**src/rtl/keypad_scanner_pkg.sv**
```systemverilog
// rtl/keypad_scanner_pkg.sv - shared FSM states, key codes and key lookup for the keypad scanner
package keypad_scanner_pkg;

  typedef enum logic [1:0] {
    ST_SCAN     = 2'd0,
    ST_DEBOUNCE = 2'd1,
    ST_EMIT     = 2'd2,
    ST_RELEASE  = 2'd3
  } state_t;

  localparam logic [3:0] KEY_STAR = 4'd10;
  localparam logic [3:0] KEY_HASH = 4'd11;

  // Rows 0-2 hold digits 1-9 in reading order; row 3 is '*', '0', '#'.
  function automatic logic [3:0] key_code(input logic [1:0] row, input logic [1:0] col);
    logic [3:0] code;
    if (row == 2'd3) begin
      case (col)
        2'd0:    code = KEY_STAR;
        2'd1:    code = 4'd0;
        default: code = KEY_HASH;
      endcase
    end else begin
      code = ({2'b00, row} * 4'd3) + {2'b00, col} + 4'd1;
    end
    return code;
  endfunction

  function automatic logic [3:0] row_mask(input logic [1:0] row);
    return ~(4'b0001 << row);
  endfunction

endpackage

```
**src/rtl/keypad_debounce.sv**
```systemverilog
// rtl/keypad_debounce.sv - counts consecutive cycles of a condition; done on the N-th one
module keypad_debounce #(
  parameter int N = 8
) (
  input  logic clk,
  input  logic rst,
  input  logic i_clr,
  input  logic i_ok,
  output logic o_done
);

  localparam int CW = $clog2(N + 1);

  logic [CW-1:0] r_cnt;

  always_ff @(posedge clk or posedge rst) begin
    if (rst) begin
      r_cnt <= '0;
    end else if (i_clr || !i_ok) begin
      r_cnt <= '0;
    end else if (r_cnt != CW'(N - 1)) begin
      r_cnt <= r_cnt + 1'b1;
    end
  end

  assign o_done = i_ok && !i_clr && (r_cnt == CW'(N - 1));

endmodule

```
**src/rtl/keypad_scanner.sv**
```systemverilog
// rtl/keypad_scanner.sv - 4x3 matrix keypad scanner with debounce, digit count and '*'/'#' events
module keypad_scanner
  import keypad_scanner_pkg::*;
#(
  parameter int SCAN_DIV   = 16,
  parameter int DEB_CYCLES = 8
) (
  input  logic       clk,
  input  logic       rst,
  input  logic [2:0] col_in,
  output logic [3:0] row_drv,
  output logic [3:0] number,
  output logic       digit_valid,
  output logic [2:0] count,
  output logic       clear_pulse,
  output logic       enter_pulse
);

  localparam int DW = $clog2(SCAN_DIV);

  logic [2:0]    r_sync1, r_sync2;
  state_t        r_state, w_state_nxt;
  logic [DW-1:0] r_div;
  logic [1:0]    r_row, r_col;
  logic [3:0]    r_row_drv, r_number;
  logic [2:0]    r_count;
  logic          r_digit_valid, r_clear_pulse, r_enter_pulse;

  logic [2:0] w_col, w_col_exp;
  logic       w_col_one, w_slot_end;
  logic [1:0] w_col_idx;
  logic       w_deb_ok, w_deb_clr, w_deb_done;
  logic [3:0] w_code;

  assign w_col      = r_sync2;
  assign w_col_one  = (w_col == 3'b110) || (w_col == 3'b101) || (w_col == 3'b011);
  assign w_col_idx  = (w_col == 3'b110) ? 2'd0 : (w_col == 3'b101) ? 2'd1 : 2'd2;
  assign w_slot_end = (r_div == DW'(SCAN_DIV - 1));
  assign w_col_exp  = ~(3'b001 << r_col);
  assign w_code     = key_code(r_row, r_col);

  // One counter serves both phases: press stability while debouncing, all-high while releasing.
  assign w_deb_ok  = (r_state == ST_DEBOUNCE) ? (w_col == w_col_exp) : (w_col == 3'b111);
  assign w_deb_clr = (r_state != ST_DEBOUNCE) && (r_state != ST_RELEASE);

  keypad_debounce #(.N(DEB_CYCLES)) u_debounce (
    .clk    (clk),
    .rst    (rst),
    .i_clr  (w_deb_clr),
    .i_ok   (w_deb_ok),
    .o_done (w_deb_done)
  );

  always_ff @(posedge clk or posedge rst) begin
    if (rst) r_state <= ST_SCAN;
    else     r_state <= w_state_nxt;
  end

  always_comb begin
    w_state_nxt = r_state;
    case (r_state)
      ST_SCAN:     if (w_slot_end && w_col_one) w_state_nxt = ST_DEBOUNCE;
      ST_DEBOUNCE: if (w_deb_done) w_state_nxt = ST_EMIT;
                   else if (!w_deb_ok) w_state_nxt = ST_SCAN;
      ST_EMIT:     w_state_nxt = ST_RELEASE;
      ST_RELEASE:  if (w_deb_done) w_state_nxt = ST_SCAN;
      default:     w_state_nxt = ST_SCAN;
    endcase
  end

  always_ff @(posedge clk or posedge rst) begin
    if (rst) begin
      r_sync1       <= 3'b111;
      r_sync2       <= 3'b111;
      r_div         <= '0;
      r_row         <= 2'd0;
      r_col         <= 2'd0;
      r_row_drv     <= 4'b1110;
      r_number      <= 4'd0;
      r_count       <= 3'd0;
      r_digit_valid <= 1'b0;
      r_clear_pulse <= 1'b0;
      r_enter_pulse <= 1'b0;
    end else begin
      r_sync1       <= col_in;
      r_sync2       <= r_sync1;
      r_digit_valid <= 1'b0;
      r_clear_pulse <= 1'b0;
      r_enter_pulse <= 1'b0;
      case (r_state)
        ST_SCAN: begin
          if (w_slot_end) begin
            r_div <= '0;
            if (w_col_one) begin
              r_col <= w_col_idx;
            end else begin
              r_row     <= r_row + 2'd1;
              r_row_drv <= row_mask(r_row + 2'd1);
            end
          end else begin
            r_div <= r_div + 1'b1;
          end
        end
        ST_DEBOUNCE: begin
          // Pulses are set here so they are visible during the single EMIT cycle.
          if (w_deb_done) begin
            if (w_code == KEY_STAR) begin
              r_clear_pulse <= 1'b1;
              r_count       <= 3'd0;
            end else if (w_code == KEY_HASH) begin
              r_enter_pulse <= 1'b1;
            end else begin
              r_digit_valid <= 1'b1;
              r_number      <= w_code;
              if (r_count != 3'd7) r_count <= r_count + 3'd1;
            end
          end else if (!w_deb_ok) begin
            r_div     <= '0;
            r_row     <= r_row + 2'd1;
            r_row_drv <= row_mask(r_row + 2'd1);
          end
        end
        ST_EMIT: ;
        ST_RELEASE: begin
          if (w_deb_done) begin
            r_div     <= '0;
            r_row     <= 2'd0;
            r_row_drv <= 4'b1110;
          end
        end
        default: begin
          r_div     <= '0;
          r_row     <= 2'd0;
          r_row_drv <= 4'b1110;
        end
      endcase
    end
  end

  assign row_drv     = r_row_drv;
  assign number      = r_number;
  assign count       = r_count;
  assign digit_valid = r_digit_valid;
  assign clear_pulse = r_clear_pulse;
  assign enter_pulse = r_enter_pulse;

endmodule
```
**config.mk**
```make
export PLATFORM = sky130hd
export DESIGN_NAME = keypad_scanner
export DESIGN_NICKNAME = d
export VERILOG_FILES = /design/src/rtl/keypad_scanner_pkg.sv /design/src/rtl/keypad_debounce.sv /design/src/rtl/keypad_scanner.sv
export SDC_FILE = /design/constraint.sdc
export NUM_CORES = 1
export LEC_CHECK = 0
export ABC_AREA = 1
export BUFFER_PORTS_ARGS = -buffer_cell sky130_fd_sc_hd__buf_2
export CAP_MARGIN = 5
export CORE_AREA = 5 5 86 88
export CTS_BUF_LIST = sky130_fd_sc_hd__clkbuf_16
export DETAILED_ROUTE_END_ITERATION = 10
export DIE_AREA = 0 0 91 93
export GPL_ROUTABILITY_DRIVEN = 0
export PLACE_DENSITY = 0.5
export SYNTH_ARGS = -nofsm -noshare
export SYNTH_HDL_FRONTEND = slang
export SYNTH_HIERARCHICAL = 1
export SYNTH_SLANG_ARGS = --single-unit
```
**constraint.sdc**
```tcl
create_clock -name clk -period 2.2 [get_ports clk]
set_input_delay 0 -clock clk [delete_from_list [all_inputs] [get_ports clk]]
set_output_delay 0 -clock clk [all_outputs]
set_load 0.02 [all_outputs]
```
## Word level (Yosys, flattened, before mapping)

Index checks and enable logic that the tools add are counted.

- Output and inout bits: 14
- Word-level logic and storage cells: 114
- Bits in registers: 34
- Input bits: 5

- Add/sub/neg operators: 6
- Reductions and logical operators: 20
- Shifts and indexed selects: 2
- Mux-type cells: 42
- Bitwise operators: 4
- Equal/unequal tests: 26
- Multiply operators: 1

Operator list:

| kind | number |
|---|---|
| two-way mux 4 bit | 12 |
| one-hot mux 4 bit (3 select lines) | 2 |
| two-way mux 2 bit | 10 |
| inequality test 2 bit, second input constant | 7 |
| adder 4 x 1 -> 4 bit, second input constant | 3 |
| equality test 4 bit, second input constant | 3 |
| two-way mux 1 bit | 12 |
| AND reduction 4 bit | 3 |
| equality test 3 bit, second input constant | 3 |
| two-way mux 3 bit | 3 |
| one-hot mux 2 bit (4 select lines) | 1 |
| one-hot mux 4 bit (2 select lines) | 1 |
| equality test 2 bit, second input constant | 3 |
| inequality test 3 bit, second input constant | 2 |
| one-hot mux 2 bit (3 select lines) | 1 |
| AND reduction 3 bit | 2 |
| AND reduction 6 bit | 1 |
| adder 4 x 2 -> 4 bit | 1 |
| equality test 2 x 1 -> 1 bit, second input constant | 2 |
| equality test 4 x 3 -> 1 bit, second input constant | 1 |
| logical AND 1 bit | 4 |
| logical NOT 2 bit | 2 |
| multiplier 2 x 2 -> 4 bit, second input constant | 1 |
| inequality test 2 x 1 -> 1 bit, second input constant | 2 |
| 14 further kinds | 19 |

## Logic depth before layout (Yosys ltp)

Gate-level depths: netlist of run 1.

- Depth in word-level cells: 9
- Depth in mapped cells: 17
- Gate-level depth less buffers: 17

## By module

Netlist of run 1, hierarchy kept.

By module, submodules not included:

| module | cells each | area each (µm²) | times used | seq. area each (µm²) |
|---|---|---|---|---|
| keypad_scanner | 197 | 1681.6 | 1 | 762.0 |
| keypad_debounce | 28 | 221.5 | 1 | 100.1 |

## Worst setup path after synthesis of run 1

No wires, ideal clock.

- Path kind: flip-flop to flip-flop
- From: register r_row[0]
- To: register r_number[3], in the netlist number[3]
- Path buffers: 0
- Data required time: 2083 ps
- Library setup time: 117 ps
- Path slack: -59 ps
- Clock period less this slack: 2259 ps
- Arrival: 2143 ps
- Stages on the path, launching flop included: 12
- Path through: dfrtp_1 -> fa_1 -> fa_1 -> or2_1 -> nand2_1 -> nand2_1 -> inv_2 -> nand2_1 -> nand2_1 -> inv_2 -> nand2_1 -> nand2_1

- Cells in the longest elaborated chain, start to end: 7
- Elaborated cells on any way between the ends: 10
- Classes of those cells: add/sub (2); mul (1); eq/ne (3); mux (1); bitwise (2); reduce/logical (1)

RTL lines:

| element | line | source |
|---|---|---|
| from (decl) | keypad_scanner.sv:24 | `logic [1:0] r_row, r_col;` |
| from (signal assigned) | keypad_scanner.sv:97 | `r_row <= r_row + 2'd1;` |
| from (signal assigned) | keypad_scanner.sv:119 | `r_row <= r_row + 2'd1;` |
| multiplier 2 x 2 -> 4 bit | keypad_scanner_pkg.sv:24 | `code = ({2'b00, row} * 4'd3) + {2'b00, col} + 4'd1;` |
| adder 4 x 2 -> 4 bit | keypad_scanner_pkg.sv:24 |  |
| adder 4 x 1 -> 4 bit | keypad_scanner_pkg.sv:24 |  |
| two-way mux 4 bit * | keypad_scanner_pkg.sv:17 | `if (row == 2'd3) begin` |
| equality test 4 bit, on equally long branches | keypad_scanner.sv:110, keypad_scanner.sv:107 |  |
| inverter 1 bit (no source line) | n/a |  |
| AND reduction 4 bit (no source line) | n/a |  |
| to (signal assigned) | keypad_scanner.sv:114 | `r_number <= w_code;` |
| to (decl) | keypad_scanner.sv:25 | `logic [3:0] r_row_drv, r_number;` |

Mark *: on every way between the ends. The rest lies on a longest branch, timed or not.
A chain may end at the register's enable or synchronous reset.

## Final worst setup path of run 1

- From: register r_row[0]
- To: register r_count[2], in the netlist count[2]

- Cells in the longest elaborated chain, start to end: 7
- Elaborated cells on any way between the ends: 11
- Classes of those cells: add/sub (2); mul (1); eq/ne (4); mux (2); reduce/logical (2)

RTL lines:

| element | line | source |
|---|---|---|
| multiplier 2 x 2 -> 4 bit | keypad_scanner_pkg.sv:24 |  |
| adder 4 x 2 -> 4 bit | keypad_scanner_pkg.sv:24 |  |
| adder 4 x 1 -> 4 bit | keypad_scanner_pkg.sv:24 |  |
| two-way mux 4 bit * | keypad_scanner_pkg.sv:17 |  |
| equality test 4 bit, on equally long branches | keypad_scanner.sv:107, keypad_scanner.sv:110 |  |
| inequality test 2 bit (no source line) / nonzero test 2 bit (equally long branches) | n/a |  |
| AND reduction 4 bit (no source line) | n/a |  |
| to (signal assigned) | keypad_scanner.sv:115 | `if (r_count != 3'd7) r_count <= r_count + 3'd1;` |
| to (decl) | keypad_scanner.sv:26 | `logic [2:0] r_count;` |

Marks and branches as above.

==> results of run 1 <==
-- metal layers --
metal  routed length, um  vias to the layer above  global-route usage (%)
li1                    -                      835                       -
met1                1880                      719                    12.8
met2                1780                       19                    15.2
met3                 127                        5                    2.82
met4                  82                        0                    5.13
met5                   0                        -                       0
-- logic make-up (layout without fill, tap and decap cells) --
| kind of cell | count (synthesis) | in the layout | synth area share [%] |
|---|---|---|---|
| simple gates | 127 | 127 | 32.7 |
| flops | 34 | 34 | 45.3 |
| buf+inv | 31 | 88 | 6.11 |
| compound gates | 20 | 20 | 6.57 |
| fa+ha+maj | 13 | 13 | 9.34 |
-- placed cells by master (no fill, tap or decap), drive strengths merged --
| cell type | instances |
|---|---|
| nand2 | 76 |
| buf | 45 |
| inv | 31 |
| dfrtp | 25 |
| nand3 | 18 |
| nor2 | 15 |
| o21ai | 14 |
| nand4 | 11 |
| ha | 11 |
| dfstp | 9 |
| clkbuf | 5 |
| a21oi | 5 |
| dlygate4sd3 | 4 |
| or2 | 3 |
| clkinv | 3 |
| nand3b | 2 |
| nor3 | 2 |
| fa | 2 |
| o211ai | 1 |
-- what timing repair did --
action	4_1_cts	5_1_grt
pin swaps	3	12
hold buffers	4	0
setup endpoints to repair	19	20
resized for setup	4	21
endpoints found under the hold margin	28	0
buffers inserted	2	2
-- path summary, 6_finish.rpt --
| check | from | to | slack [ns] | cells past startpoint |
|---|---|---|---|---|
| min in group clk | r_sync1[0]$_DFF_PP1_ | r_sync2[0]$_DFF_PP1_ | 0.36 | 0 |
| worst min-delay path | rst | u_debounce/r_cnt[0]$_DFFE_PP0P_ | 0.16 | 3 |
| worst min register to register | r_sync1[0]$_DFF_PP1_ | r_sync2[0]$_DFF_PP1_ | 0.36 | 0 |
| worst max register to register | r_row[0]$_DFFE_PP0P_ | count[2]$_DFFE_PP0P_ | -0.12 | 10 |
| worst max-delay path | r_row[0]$_DFFE_PP0P_ | count[2]$_DFFE_PP0P_ | -0.12 | 10 |
| max in group asynchronous | rst | r_sync2[1]$_DFF_PP1_ | 1.51 | 4 |
-- metrics by stage --
step	util [%]	hold slack [ns]	power (W)
after floorplan	-	-0.234	0.00176
after global placement	34.6	-0.0968	0.00215
after detailed placement	34.6	-0.0970	0.00216
after CTS	37.8	0.161	0.00293
after global routing	38.9	0.189	0.00333
final	38.9	0.158	0.00302
-- power by group --
part / switching, W / internal [W]
registers: 0.0000940 / 0.000775
clock network: 0.000257 / 0.000409
logic: 0.000801 / 0.000688
-- area by class of cell --
class | instances | area [sq um] | share of cell area (%)
multi-input combinational | 160 | 997 | 39.0
sequential | 34 | 862 | 33.7
timing repair buffer | 49 | 337 | 13.2
clock buffer | 5 | 125 | 4.90
inverter | 31 | 121 | 4.75
tap | 80 | 100 | 3.92
clock inverter | 3 | 12.5 | 0.490
-- flip-flops by register name (all words and copies together) (netlist names), 2 cells and up, named ones only --
name / count
r_row: 2
r_sync2: 3
row_drv: 4
count: 3
number: 4
r_div: 4
r_col: 2
r_sync1: 3
u_debounce/r_cnt: 4
-- worst max-delay path: cells and delay by family (launching register included) --
family	cells	cell delay, ns
adders and majority gates	2	0.95
buffers and inverters	1	0.06
DFF	1	0.41
and+or+nand+nor	7	0.82
==> results_dict.tcl, run 1 <==
set metrics [dict create \
    arrival_ns 2.54 \
    synth_nets 243 \
    peakVddDrop_mv 0.615 \
    finalSetupTns_ns -0.520 \
    fin_crit_ns 2.32 \
    synthesis.area_sq_um 1900 \
    cts_htree_levels 2 \
    synthToLayoutAreaGrowth_pct 34.3 \
    ys_top_cells_by_area "dfrtp_1 33%, nand2_1 14%, dfstp_2 12%" \
    placed_cells 346 \
    cpPeakStageDelay_ns 0.54 \
    clock_sinks 34 \
    cts_max_path_buffers 2 \
    max_cap_violations 0 \
    crit_top_cell "nand2_1" \
    power_density_nw_per_um2 1180 \
    drive_above_1_share_pct 37.6 \
    syn_inst 225 \
    layout_setup_ws_ns -0.121 \
    grt_max_degree 31 \
    status "complete, but fails checks" \
    cpMaxStageDelayCell "fa_1" \
    io_buffers 18 \
    cts.clk_slew.worst_paths_ns 0.06 \
    final_cell_area_sq_um 2550 \
    grt_setup_unrepaired "true" \
    grt_pass1_wl_mm 6.75 \
    start_kind "register" \
    die_area_sq_um 8460 \
    stdcell_count 362 \
    hold_path_class "in -> async" \
    antenna_found_initial 0 \
    fmax_ghz 0.431 \
    die_w_um 91 \
    tritoncts "built" \
    cp_max_fo 5 \
    yosysMostFrequentCell "nand2_1" \
    ys_async_sr_fraction_pct 100 \
    insertion_delay_ns 0.28 \
    slew_headroom_pct 72.8 \
    ant_nets 0 \
    n_antenna_cell 0 \
    grt_usage_pct 9.96 \
    initial_core_util_pct 29.0 \
    ys.flop_type "dfrtp_1" \
    via_count 1578 \
    p_leak_nw 1.35 \
    overflow 0 \
    core_area_sq_um 6570 \
    synth_seq_cells 34 \
    ys.warnings.count 6 \
    post-route-period-util_pct 105 \
    die_h_um 93 \
    wire_per_inst_um 10.7 \
    yosysTopAreaCell "dfrtp_1" \
    syn_avg_cell_area_sq_um 8.46 \
    finalNetCount 299 \
    endpoint_kind "register" \
    grt_pass1_vias 1465 \
    drc 0 \
    viasPerCell 4.36 \
    crit_chain "fa_1, fa_2, or2_1, nand2_2, nand2_2, inv_2, nand4_1, nand2_1, nand2_1, nand2_1" \
    fill_cells 662 \
    path_class "reg -> reg" \
    maxSlewViolCount 0 \
    yosysUniqueCellTypes 27 \
    hpwl_mm 2.84 \
    cts_buffers 5 \
    io_pins 19 \
    post-place-ws_ns -0.123 \
    required_ns 2.42 \
    setup_viol 6 \
    drt-pass1-iter-count 4 \
    placementRows 30 \
    wl_mm 3.87 \
    worst_clock_skew_ns 0.00427 \
    cts-root-buf "clkbuf_16" \
    synth-edff-count 0 \
    seq_area_frac_synth_pct 45.3 \
    netlist.area_leader.share_pct 32.9 \
    tightest_slew_ns 0.409 \
    place_area_sq_um 2280 \
    hold_violations 0 \
    synth_top_cells_by_count "71 x nand2_1, 25 x dfrtp_1, 24 x inv_1" \
    drtIter0Drc 71 \
    violations "setup timing" \
]
Power figures use the tool's default switching activity.
==> inputs of run 2 (changes only) <==
--- a/config.mk
+++ b/config.mk
@@ -6,14 +6,17 @@
 export NUM_CORES = 1
 export LEC_CHECK = 0
 export ABC_AREA = 1
-export BUFFER_PORTS_ARGS = -buffer_cell sky130_fd_sc_hd__buf_2
+export BUFFER_PORTS_ARGS = -buffer_cell sky130_fd_sc_hd__buf_4
 export CAP_MARGIN = 5
+export CELL_PAD_IN_SITES_DETAIL_PLACEMENT = 1
+export CELL_PAD_IN_SITES_GLOBAL_PLACEMENT = 2
 export CORE_AREA = 5 5 86 88
 export CTS_BUF_LIST = sky130_fd_sc_hd__clkbuf_16
 export DETAILED_ROUTE_END_ITERATION = 10
 export DIE_AREA = 0 0 91 93
 export GPL_ROUTABILITY_DRIVEN = 0
-export PLACE_DENSITY = 0.5
+export PLACE_DENSITY = 0.73
+export SKIP_CTS_REPAIR_TIMING = 1
 export SYNTH_ARGS = -nofsm -noshare
 export SYNTH_HDL_FRONTEND = slang
 export SYNTH_HIERARCHICAL = 1
==> results_dict.tcl, run 2 (synthesis gave the netlist of run 1 again) <==
set metrics [dict create \
    status "complete, but fails checks" \
    violations "setup timing" \
    core_area_sq_um 6570 \
    final_cell_mix "62 x nand2_1, 44 x buf_4, 25 x inv_1" \
    worst-path-stages 10 \
    pwr-share-comb_pct 47.3 \
    stdcell_count 363 \
    power.switching_w 0.00117 \
    io_buffers 18 \
    die_area_sq_um 8460 \
    hold_violations 0 \
    synthToLayoutAreaGrowth_pct 37.5 \
    fill_cells 782 \
    die_w_um 91 \
    drc 0 \
    seq_area_sq_um 865 \
    wire_per_inst_um 12.0 \
    clock_sinks 34 \
    r2r-end "count[2]$_DFFE_PP0P_" \
    setup_viol 5 \
    grt_pass1_wl_mm 7.74 \
    drive_above_1_share_pct 35.7 \
    maxSlewViolCount 0 \
    critical_path_buf_inv_count 1 \
    initial_core_util_pct 29.0 \
    path_class "reg -> reg" \
    grt_pass1_vias 1711 \
    multi_input_area_sq_um 970 \
    hold_path_class "in -> async" \
    crit_chain "fa_2, fa_2, nand2_2, nand2_2, nand2_2, inv_2, nand4_1, nand2_2, nand2_1, nand2_1" \
    cts_htree_levels 2 \
    whs_ns 0.179 \
    drt-pass1-iter-count 4 \
    cts_max_path_buffers 2 \
    cp_max_fo 5 \
    antenna_found_initial 0 \
    placementRows 30 \
    max_cap_violations 0 \
    place_area_sq_um 2350 \
    peakVddDrop_mv 0.532 \
    cts.clk_slew.worst_paths_ns 0.06 \
    intPower_w 0.00199 \
    slew_headroom_pct 73.3 \
    r2r_start "r_col[1]$_DFFE_PP0P_" \
    worst_clock_skew_ns 0.00777 \
    hpwl_mm 3.21 \
    tightest_slew_ns 0.401 \
    crit_top_cell "nand2_2" \
    ant_nets 0 \
    cts-root-buf "clkbuf_16" \
    fmax_ghz 0.436 \
    die_h_um 93 \
    post-route-period-util_pct 104 \
    power_density_nw_per_um2 1210 \
    io_pins 19 \
    overflow 0 \
    grt_max_degree 31 \
    wl_mm 4.34 \
    seqPwrFrac_pct 28.0 \
    arrival_ns 2.51 \
    final_cell_area_sq_um 2620 \
    post-place-ws_ns -0.141 \
    cts_buffers 5 \
    final_common_cell "nand2_1" \
    reg2reg_setup_slack_ns -0.09 \
    drtIter0Drc 37 \
    finalSetupTns_ns -0.356 \
    p_leak_nw 1.36 \
    viasPerCell 4.46 \
    layout_setup_ws_ns -0.0911 \
    finalNetCount 300 \
    cpPeakStageDelay_ns 0.59 \
    grt_setup_unrepaired "true" \
    insertion_delay_ns 0.28 \
    fin_crit_ns 2.29 \
    placed_cells 348 \
    r2r_cells 10 \
    required_ns 2.42 \
    path_delay_family "adder cells" \
    via_count 1620 \
    cpMaxStageDelayCell "fa_2" \
    grt_usage_pct 11.3 \
    p_sw_share_pct 37.1 \
    start_kind "register" \
    p_clk_share_pct 24.8 \
    n_antenna_cell 0 \
    endpoint_kind "register" \
    tritoncts "built" \
]
==> run 2: worst max-delay path by stage <==
stage               slack (ns)                     to                  from
floorplan                 0.02   count[0]$_DFFE_PP0P_  r_row[1]$_DFFE_PP0P_
detailed placement       -0.14   count[2]$_DFFE_PP0P_  r_col[1]$_DFFE_PP0P_
CTS                      -0.14   count[2]$_DFFE_PP0P_  r_col[1]$_DFFE_PP0P_
global placement         -0.09  number[3]$_DFFE_PP0P_  r_col[1]$_DFFE_PP0P_
global route             -0.22   count[0]$_DFFE_PP0P_  r_row[1]$_DFFE_PP0P_
finish                   -0.09   count[2]$_DFFE_PP0P_  r_col[1]$_DFFE_PP0P_
==> run 2: power groups by stage <==
stage / clock [W] / combinational (W) / sequential, W
2_1_floorplan: 0 / 0.000819 / 0.000943
3_3_place_gp: 0 / 0.00133 / 0.000885
3_5_place_dp: 0 / 0.00133 / 0.000888
4_1_cts: 0.000809 / 0.00134 / 0.000879
5_1_grt: 0.000842 / 0.00169 / 0.000909
6_report: 0.000783 / 0.00150 / 0.000884
==> run 2: per-stage QoR <==
step	power, W	util, %
after global placement	0.00222	35.8
after CTS	0.00303	38.2
final	0.00316	39.8
after global routing	0.00344	39.8
after detailed placement	0.00222	35.8
after floorplan	0.00176	-
==> run 2: routing by layer <==
layer / track usage (%) / wire, um / up-vias
met4: 5.50 / 87 / 0
met3: 2.82 / 137 / 8
met1: 15.0 / 2130 / 752
met2: 17.2 / 1990 / 22
li1: - / - / 838
met5: 0 / 0 / -
==> run 2: worst register-to-register path, delay by kind of cell (launching register included) <==
kind | cells | cell delay, ns
fa+ha+maj | 2 | 1.08
simple gates | 7 | 0.65
flops | 1 | 0.44
buf+inv | 1 | 0.06
==> run 2: area by class of cell <==
class / count / area share (%)
clock buffer: 5 / 4.78
clock inverter: 3 / 1.43
inverter: 31 / 4.54
multi-input combinational: 160 / 37.0
sequential: 34 / 33.0
tap: 80 / 3.82
timing repair buffer: 50 / 15.3
==> inputs of run 3 (changes only) <==
--- a/config.mk
+++ b/config.mk
@@ -5,17 +5,16 @@
 export SDC_FILE = /design/constraint.sdc
 export NUM_CORES = 1
 export LEC_CHECK = 0
-export ABC_AREA = 1
 export BUFFER_PORTS_ARGS = -buffer_cell sky130_fd_sc_hd__buf_4
 export CAP_MARGIN = 5
 export CELL_PAD_IN_SITES_DETAIL_PLACEMENT = 1
 export CELL_PAD_IN_SITES_GLOBAL_PLACEMENT = 2
-export CORE_AREA = 5 5 86 88
+export CORE_AREA = 5 5 90 92
 export CTS_BUF_LIST = sky130_fd_sc_hd__clkbuf_16
 export DETAILED_ROUTE_END_ITERATION = 10
-export DIE_AREA = 0 0 91 93
+export DIE_AREA = 0 0 95 97
 export GPL_ROUTABILITY_DRIVEN = 0
-export PLACE_DENSITY = 0.73
+export PLACE_DENSITY = 0.68
 export SKIP_CTS_REPAIR_TIMING = 1
 export SYNTH_ARGS = -nofsm -noshare
 export SYNTH_HDL_FRONTEND = slang
==> results_dict.tcl, run 3 <==
set metrics [dict create \
    slew_headroom_pct 71.5 \
    post-route-period-util_pct 116 \
    final_cell_area_sq_um 3030 \
    drt-pass1-iter-count 4 \
    endpoint_kind "register" \
    post-route-util_pct 42.4 \
    hpwl_mm 4.36 \
    seqPwrFrac_pct 25.5 \
    peakVddDrop_mv 0.625 \
    viasPerCell 4.79 \
    overflow 0 \
    p_clk_share_pct 19.8 \
    die_area_sq_um 9220 \
    p_sw_share_pct 37.0 \
    cts_buffers 5 \
    syn_inst 200 \
    cts_htree_levels 2 \
    syn_avg_cell_area_sq_um 10.5 \
    layout_setup_ws_ns -0.347 \
    grt_pass1_vias 1883 \
    cts.clk_slew.worst_paths_ns 0.06 \
    p_leak_nw 1.30 \
    initial_core_util_pct 29.6 \
    top_usage_layer "met2" \
    ant_nets 0 \
    drc 0 \
    core_area_sq_um 7140 \
    power_density_nw_per_um2 1110 \
    synthesis.area_sq_um 2110 \
    violations "setup timing" \
    grt_max_degree 31 \
    ys_async_sr_fraction_pct 100 \
    grt_util_met3_pct 2.64 \
    post-place-ws_ns -0.340 \
    crit_chain "nand4bb_4, o32ai_4, a31o_1, or2b_1, nor2b_4, nand2_2, xnor2_2, nor3_2, mux2_4" \
    ys_top_cells_by_area "dfrtp_1 30%, dfstp_2 11%, ha_1 6.5%" \
    via_count 1767 \
    path_class "reg -> reg" \
    cpMaxStageDelayCell "dfstp_2" \
    n_antenna_cell 0 \
    synth_top_cells_by_count "25 x dfrtp_1, 12 x nand2_1, 11 x ha_1, 11 x inv_1" \
    cpPeakStageDelay_ns 0.57 \
    max_cap_violations 0 \
    worst_clock_skew_ns 0.00498 \
    drive_above_1_share_pct 43.3 \
    final_common_cell "buf_4" \
    grt_pass1_wl_mm 9.52 \
    use_met2_pct 21.1 \
    reg2reg_setup_slack_ns -0.35 \
    arrival_ns 2.71 \
    cts_max_path_buffers 2 \
    grt_usage_pct 13.2 \
    power.switching_w 0.00124 \
    hold_path_class "in -> async" \
    intPower_w 0.00211 \
    r2r-end "r_div[0]$_DFFE_PP0P_" \
    ys.flop_type "dfrtp_1" \
    netlist.area_leader.share_pct 29.7 \
    required_ns 2.36 \
    crit_path_end "r_div[0]$_DFFE_PP0P_" \
    status "complete, but fails checks" \
    grtUsageMet1_pct 17.6 \
    finalNetCount 287 \
    critPathLaunch "r_sync2[1]$_DFF_PP1_" \
    setup_viol 21 \
    fmax_ghz 0.393 \
    synthToLayoutAreaGrowth_pct 43.4 \
    insertion_delay_ns 0.28 \
    cts-root-buf "clkbuf_16" \
    start_kind "register" \
    ys.warnings.count 6 \
    yosysMostFrequentCell "dfrtp_1" \
    fin_crit_ns 2.55 \
    yosysTopAreaCell "dfrtp_1" \
    grt_setup_unrepaired "true" \
    maxSlewViolCount 0 \
    yosysUniqueCellTypes 57 \
    seq_area_frac_synth_pct 40.9 \
    r2r_start "r_sync2[1]$_DFF_PP1_" \
    wire_per_inst_um 16.1 \
    tritoncts "built" \
    antenna_found_initial 0 \
    synth-edff-count 0 \
    die_h_um 97 \
    clock_sinks 34 \
    placementRows 31 \
    pwr-share-comb_pct 54.6 \
    place_area_sq_um 2640 \
    io_buffers 18 \
    wl_mm 5.94 \
    finalPower_w 0.00336 \
    die_w_um 95 \
    r2r_cells 9 \
    synth_nets 218 \
    hold_violations 0 \
    tightest_slew_ns 0.427 \
    synth_seq_cells 34 \
    final_cell_mix "62 x buf_4, 24 x dfrtp_1, 13 x inv_1" \
    io_pins 19 \
    drtIter0Drc 41 \
    cp_max_fo 4 \
]
==> run 3: power by group through the flow <==
| stage | sequential, W | combinational, W | clock (W) |
|---|---|---|---|
| final | 0.000857 | 0.00183 | 0.000665 |
| after detailed placement | 0.000863 | 0.00138 | 0 |
| after floorplan | 0.000909 | 0.000833 | 0 |
| after CTS | 0.000856 | 0.00140 | 0.000676 |
| after global routing | 0.000875 | 0.00200 | 0.000709 |
| after global placement | 0.000860 | 0.00136 | 0 |
==> run 3: cells by family (layout without fill, tap and decap cells) <==
logic type / Yosys count / count (layout) / share of synthesized area (%)
fa+ha+maj: 13 / 13 / 8.42
compound gates: 45 / 45 / 16.3
mux: 15 / 15 / 7.65
flops: 34 / 34 / 40.9
buf+inv: 22 / 92 / 4.86
simple gates: 66 / 66 / 19.5
xor+xnor: 5 / 5 / 2.43
==> run 3: per-layer routing <==
| metal | wire (um) | vias to the layer above |
|---|---|---|
| met2 | 2960 | 17 |
| met4 | 96 | 0 |
| met5 | 0 | - |
| li1 | - | 863 |
| met3 | 105 | 9 |
| met1 | 2780 | 878 |
==> run 3: worst min path at each step <==
stage	from	endpoint
after floorplan	rst	u_debounce/r_cnt[0]$_DFFE_PP0P_
after global placement	rst	u_debounce/r_cnt[1]$_DFFE_PP0P_
after detailed placement	rst	u_debounce/r_cnt[1]$_DFFE_PP0P_
after CTS	rst	u_debounce/r_cnt[2]$_DFFE_PP0P_
after global routing	rst	u_debounce/r_cnt[1]$_DFFE_PP0P_
final	rst	u_debounce/r_cnt[2]$_DFFE_PP0P_
==> run 3: cell type report <==
cell class | instances | area, sq um
Inverter | 14 | 52.6
Clock buffer | 5 | 125
Timing Repair Buffer | 70 | 551
Tap cell | 99 | 124
Fill cell | 837 | 4110
Multi-Input combinational cell | 144 | 1300
Clock inverter | 3 | 11.3
Sequential cell | 34 | 863
==> run 3: per-stage QoR <==
step / hold WS [ns] / setup TNS [ns] / std cells
final: 0.177 / -4.19 / 369
after global routing: 0.206 / -6.75 / 369
after CTS: -0.383 / -5.00 / 356
after detailed placement: -0.0923 / -4.66 / 348
after global placement: -0.0858 / -3.13 / 348
after floorplan: -0.234 / -3.77 / 200
==> run 3: critical path, delay by kind of cell, from the launching register on <==
kind             cells  cell delay, ns
XOR/XNOR             1            0.15
flip-flops           1            0.57
multiplexers         1            0.32
AO/OA/AOI/OAI        2            0.47
AND/OR/NAND/NOR      5            0.92
